[config.mk]
export PLATFORM = sky130hd
export DESIGN_NAME = fetch_stage
export DESIGN_NICKNAME = d
export VERILOG_FILES = /design/src/rtl/fetch_stage.sv
export SDC_FILE = /design/constraint.sdc
export NUM_CORES = 1
export LEC_CHECK = 0
export ABC_CLOCK_PERIOD_IN_PS = 6200
export BUFFER_PORTS_ARGS = -buffer_cell sky130_fd_sc_hd__buf_2
export CORE_ASPECT_RATIO = 0.6
export CORE_MARGIN = 5
export CORE_UTILIZATION = 55
export CTS_CLUSTER_DIAMETER = 40
export DETAILED_ROUTE_END_ITERATION = 10
export GPL_TIMING_DRIVEN = 0
export PLACE_DENSITY_LB_ADDON = 0.1
export REMOVE_ABC_BUFFERS = 1
export SLEW_MARGIN = 20
export SYNTH_ARGS = -nofsm -noshare
export SYNTH_HDL_FRONTEND = slang
export SYNTH_SLANG_ARGS = --single-unit
[constraint.sdc]
create_clock -name clk -period 6.2 [get_ports clk]
set_input_delay 1.24 -clock clk [delete_from_list [all_inputs] [get_ports clk]]
set_output_delay 1.24 -clock clk [all_outputs]
set_load 0.02 [all_outputs]
[src/rtl/fetch_stage.sv]
// rtl/fetch_stage.sv - MIPS instruction fetch stage with hold-until-ack imem request and IF/ID register
module fetch_stage #(
  parameter logic [31:0] RESET_PC = 32'h0000_3000
) (
  input  logic        clk,
  input  logic        rst_n,
  output logic        imem_req,
  output logic [31:0] imem_addr,
  input  logic        imem_ack,
  input  logic [31:0] imem_rdata,
  input  logic        stall,
  input  logic        redirect,
  input  logic [31:0] redirect_pc,
  input  logic        halt,
  output logic        id_valid,
  output logic [31:0] id_instr,
  output logic [31:0] id_pc4,
  output logic        halted
);

  typedef enum logic [2:0] {
    ST_RST,
    ST_FETCH,
    ST_HOLD,
    ST_DROP,
    ST_HALT
  } state_t;

  state_t      state;
  logic [31:0] pc;
  logic [31:0] req_addr;
  logic [31:0] skid_instr;
  logic [31:0] skid_pc4;
  logic        halt_pend;

  logic [31:0] pc_plus4;
  logic [31:0] target;
  logic [31:0] drop_pc;

  assign pc_plus4 = pc + 32'd4;
  // Targets are word aligned; the low two bits are dropped.
  assign target   = redirect_pc & ~32'h3;
  // In DROP a redirect only retargets pc; halt outranks it.
  assign drop_pc  = (redirect && !halt) ? target : pc;

  // Request and status outputs decode registered state only.
  assign imem_req  = (state == ST_FETCH) || (state == ST_DROP);
  assign imem_addr = req_addr;
  assign halted    = (state == ST_HALT);

  // Fetch FSM, PC, skid buffer and IF/ID register; priority halt > redirect > stall.
  always_ff @(posedge clk) begin
    if (!rst_n) begin
      state      <= ST_RST;
      pc         <= RESET_PC;
      req_addr   <= RESET_PC;
      skid_instr <= 32'd0;
      skid_pc4   <= 32'd0;
      halt_pend  <= 1'b0;
      id_valid   <= 1'b0;
      id_instr   <= 32'd0;
      id_pc4     <= 32'd0;
    end else begin
      case (state)
        ST_RST: begin
          state    <= ST_FETCH;
          req_addr <= pc;
        end

        ST_FETCH: begin
          if (imem_ack) begin
            if (halt) begin
              state    <= ST_HALT;
              id_valid <= 1'b0;
              id_instr <= 32'd0;
            end else if (redirect) begin
              pc       <= target;
              req_addr <= target;
              id_valid <= 1'b0;
              id_instr <= 32'd0;
            end else if (!stall) begin
              id_instr <= imem_rdata;
              id_pc4   <= pc_plus4;
              id_valid <= 1'b1;
              pc       <= pc_plus4;
              req_addr <= pc_plus4;
            end else begin
              skid_instr <= imem_rdata;
              skid_pc4   <= pc_plus4;
              pc         <= pc_plus4;
              state      <= ST_HOLD;
            end
          end else begin
            if (halt) begin
              halt_pend <= 1'b1;
              state     <= ST_DROP;
            end else if (redirect) begin
              // The outstanding request must complete; req_addr stays put.
              pc       <= target;
              id_valid <= 1'b0;
              id_instr <= 32'd0;
              state    <= ST_DROP;
            end else if (!stall) begin
              id_valid <= 1'b0;
              id_instr <= 32'd0;
            end
          end
        end

        ST_HOLD: begin
          if (halt) begin
            state    <= ST_HALT;
            id_valid <= 1'b0;
            id_instr <= 32'd0;
          end else if (redirect) begin
            pc       <= target;
            req_addr <= target;
            id_valid <= 1'b0;
            id_instr <= 32'd0;
            state    <= ST_FETCH;
          end else if (!stall) begin
            id_instr <= skid_instr;
            id_pc4   <= skid_pc4;
            id_valid <= 1'b1;
            req_addr <= pc;
            state    <= ST_FETCH;
          end
        end

        ST_DROP: begin
          if (halt) begin
            halt_pend <= 1'b1;
          end
          pc <= drop_pc;
          if (redirect || !stall) begin
            id_valid <= 1'b0;
            id_instr <= 32'd0;
          end
          if (imem_ack) begin
            // Stale data is thrown away; only the control decision matters.
            if (halt_pend || halt) begin
              state <= ST_HALT;
            end else begin
              req_addr <= drop_pc;
              state    <= ST_FETCH;
            end
          end
        end

        ST_HALT: begin
          state <= ST_HALT;
        end

        default: begin
          state <= ST_RST;
        end
      endcase
    end
  end

endmodule

==> qor.txt <==
DRT
--------------------------------------------------------------------------------------------------
Total vias in the final route                                                                10600
Number of antenna-violating nets in the routed design                                            0
First-pass iteration count of the detailed router                                                6
Total wire length                                                                          34.0 mm
Average wire per cell in the routed design                                                 20.4 µm
Initial detailed-routing violation count                                                      1587
Met3 WL                                                                                    4.05 mm
Post-DR vias/cell                                                                             6.39
DRT met1 WL                                                                                15.2 mm
Top layer used by detailed routing                                                            met4
Detailed-route DRC error count                                                                   0
Detail Route met2 WL                                                                       14.2 mm

LOGIC SYNTHESIS
--------------------------------------------------------------------------------------------------
Mean instance size in the synthesized netlist                                             7.66 µm²
Count of state elements after synthesis                                                        197
Yosys warning count                                                                              0
Syn Inst Count                                                                                1324
Most common flop cell mapped by yosys                                                 sky130_fd_sc_hd__dfxtp_1
Cell area after technology mapping                                                       10100 µm²
Asr flop ratio synth                                                                             0
Number of synthesized flops with an enable pin                                                   0
Seq/Total Area, Yosys                                                                        0.389
Number of distinct standard cells referenced by the synthesized netlist                         76

CLOCK TREE
--------------------------------------------------------------------------------------------------
TritonCTS clock tree                                                                         built
Post-CTS Repair Setup Buffers                                                                    0
TritonCTS buffer count                                                                          17
Clock latency of the later-clocked register in the worst-skew pair                         0.45 ns
Hold bufs inserted after CTS                                                                     0
Post-cts resize count                                                                            0
H-tree depth reported by CTS                                                                     4
Clock transition time at the flip-flop clock pins of the worst setup and hold paths        0.08 ns
Deepest clock path buffer count                                                                  2
CTS Root Buffer Type                                                                  sky130_fd_sc_hd__clkbuf_16
Number of clock sinks seen by CTS                                                              197

FLOORPLANNING
--------------------------------------------------------------------------------------------------
Num ports                                                                                      169
Die area                                                                                 21300 µm²
Rows                                                                                            38
Initial cell density of the core                                                             0.561
Overall die height                                                                          115 µm
Die Wd                                                                                      185 µm
Core region area                                                                         18100 µm²

WORST SETUP PATH
--------------------------------------------------------------------------------------------------
Maximum fanout along the worst path                                                             79
Crit path required time                                                                    6.51 ns
Critical Path Most Common Cell                                                        sky130_fd_sc_hd__a21oi_1
Cell type of the slowest stage on the worst timing path                               sky130_fd_sc_hd__clkinv_1
Delay of the slowest cell on the worst path                                                0.93 ns
Classification of the worst setup path                                                   in -> reg
Launching element type of the critical path                                              input pin
CP delay by family, top                                                               compound AO/OA/AOI/OAI gates
Buf/Inv on CP                                                                                    2
Endpoint kind of the worst setup timing path                                                  flop
Cells along the critical path                                                         buf_4 > clkinv_1 > a21oi_1 > o21ai_1 > a221o_1 > o21ai_0 > a21oi_1
Arrival time reported for the critical path endpoint                                       4.71 ns

GLOBAL ROUTE
--------------------------------------------------------------------------------------------------
Initial antenna violation count                                                                  0
Vias in the first global route                                                                9650
Wire length of the first global-routing pass                                               52.8 mm
Grt total ovfl                                                                                   0
Tot GR Track Use                                                                             0.310
Maximum number of pins on one net before global-route repair                                    89

MIN PATH
--------------------------------------------------------------------------------------------------
Class of the tightest hold or removal check                                             reg -> reg

FINISH
--------------------------------------------------------------------------------------------------
Area growth from synthesis to final layout                                                   15.9%
Multi-input gate area                                                                     5690 µm²
Layout Utilization                                                                           0.650
Leading cell types in the layout, fill and taps excluded                              195 x sky130_fd_sc_hd__dfxtp_1, 194 x sky130_fd_sc_hd__nand2_1, 165 x sky130_fd_sc_hd__a21oi_1
Fraction of layout instances using a drive strength above 1                                  0.190
Sequential Area                                                                           3950 µm²
Most common library cell in the layout ignoring fill and taps                         sky130_fd_sc_hd__dfxtp_1
Post-route cell area                                                                     11800 µm²
Number of nets at the end of the flow                                                         1478
Fillers                                                                                       1630

TIMING
--------------------------------------------------------------------------------------------------
Relative slew slack                                                                          0.278
Final worst path period need                                                               4.40 ns
Unrepaired setup endpoints after global routing                                                 no
Part of the cycle the worst path needs                                                       0.710
Max-slew violation total from the final report                                                   0
Sum Neg Setup Slack                                                                           0 ns
Final Setup Violations                                                                           0
Maximum clock skew at final layout                                                       0.0162 ns
Max Fclk                                                                                 0.227 GHz
Final worst setup slack                                                                    1.80 ns
Worst-margin pin slew                                                                      1.07 ns
Fin. Hold Viols                                                                                  0

PWR
--------------------------------------------------------------------------------------------------
Peak ir drop on the vdd network                                                         0.000197 V
Sequential power share                                                                       0.416
Part of the power in the clock network                                                       0.323
Total power density per cell area                                                       304 nW/µm²
Switching pwr                                                                              1.34 mW
Static leakage power                                                                       4.56 nW
Cell internal power dissipation                                                            2.23 mW
Share of total power consumed by net switching                                               0.376
Combinational share of power                                                                 0.261

PLACED DESIGN
--------------------------------------------------------------------------------------------------
DPL Wire Length                                                                            23.3 mm
RD Place Congestion                                                                          0.984
Setup WS pre-CTS                                                                           1.58 ns
Placed standard-cell area                                                                11100 µm²
Number of buffers inserted by port buffering                                                   166

FLOW RUN
--------------------------------------------------------------------------------------------------
Number of max-cap violations                                                                     0

STATUS
--------------------------------------------------------------------------------------------------
Outcome                                                                               complete, no violations

## tightest hold or removal path, cell delays in order (launching register included)
cell,delay [ns]
sky130_fd_sc_hd__dfxtp_1,0.31
sky130_fd_sc_hd__nand2_1,0.05
sky130_fd_sc_hd__a21oi_1,0.05
## power groups by stage
stage          logic (mW)  registers [mW]  clock network [mW]
2_1_floorplan       0.482            1.54                   0
3_3_place_gp        0.855            1.50                   0
3_5_place_dp        0.910            1.51                   0
4_1_cts             0.915            1.48                1.16
5_1_grt              1.01            1.50                1.22
6_report            0.934            1.49                1.15
## cell usage after synthesis (all sizes together), types with 3 or more instances
cell type	count	area (µm²)
o31ai	7	57.6
inv	12	45.0
a21oi	166	831
a221oi	11	103
mux2i	9	90.1
o211ai	11	82.6
nor4b	3	32.5
a211o	3	26.3
o22ai	23	144
and4	3	26.3
nor2b	7	43.8
a31oi	17	106
a22o	35	307
o221ai	7	61.3
or3	6	52.6
nor3	28	145
a221o	5	50.1
and2	6	37.5
a222oi	5	50.1
xor2	17	149
nand2b	16	100
xnor2	14	123
a211oi	16	120
o21ai	101	505
o221a	3	33.8
clkbuf	74	285
o2bb2ai	8	70.1
nor2	101	389
nor4	10	92.6
nand4	11	81.3
and3	19	119
nand3	73	383
a21o	5	37.5
dfxtp	197	3940
buf	54	265
nand2	195	732
o31a	3	26.3
mux2	4	45.0
o21a	4	30.0
a311oi	7	61.3
a22oi	5	37.5
## path summary, 6_finish.rpt
kind	start	to	slack, ns	cells past startpoint
max reg2reg	state[1]	id_pc4[27]	2.42	12
min reg2reg	id_instr[15]	id_instr[15]	0.45	2
max	redirect	imem_addr[9]	1.80	7
min	id_instr[15]	id_instr[15]	0.45	2
## metrics by stage
step | hold WS [ns] | power, mW | instances
final | 0.455 | 3.57 | 1661
after global routing | 0.471 | 3.72 | 1660
after CTS | 0.454 | 3.55 | 1660
after detailed placement | 0.443 | 2.42 | 1628
after global placement | 0.435 | 2.36 | 1602
after floorplan | 0.437 | 2.02 | 1196
## flip-flops by register name (all words and copies together), names as in the netlist
register	cells
halt_pend	1
id_instr	32
id_pc4	32
id_valid	1
imem_addr	32
pc	32
skid_instr	32
skid_pc4	32
state	3
## logic make-up after synthesis
group,synth area share
simple gates,0.222
buf+inv,0.0591
fa+ha+maj,0.00123
xor+xnor,0.0268
mux,0.0133
compound gates,0.288
flops,0.389
## layer usage
metal,up-vias,GRT usage
li1,4970,-
met1,4948,0.453
met2,635,0.444
met3,58,0.0917
met4,0,0.0870
met5,-,0
## area by class of cell
class | count | area share
clock inverter | 14 | 0.0143
timing repair buffer | 192 | 0.0982
antenna | 1 | 0.000213
clock buffer | 18 | 0.0374
tap | 240 | 0.0256
multi-input combinational | 986 | 0.484
sequential | 197 | 0.336
inverter | 13 | 0.00458
Power figures use the tool's default switching activity.
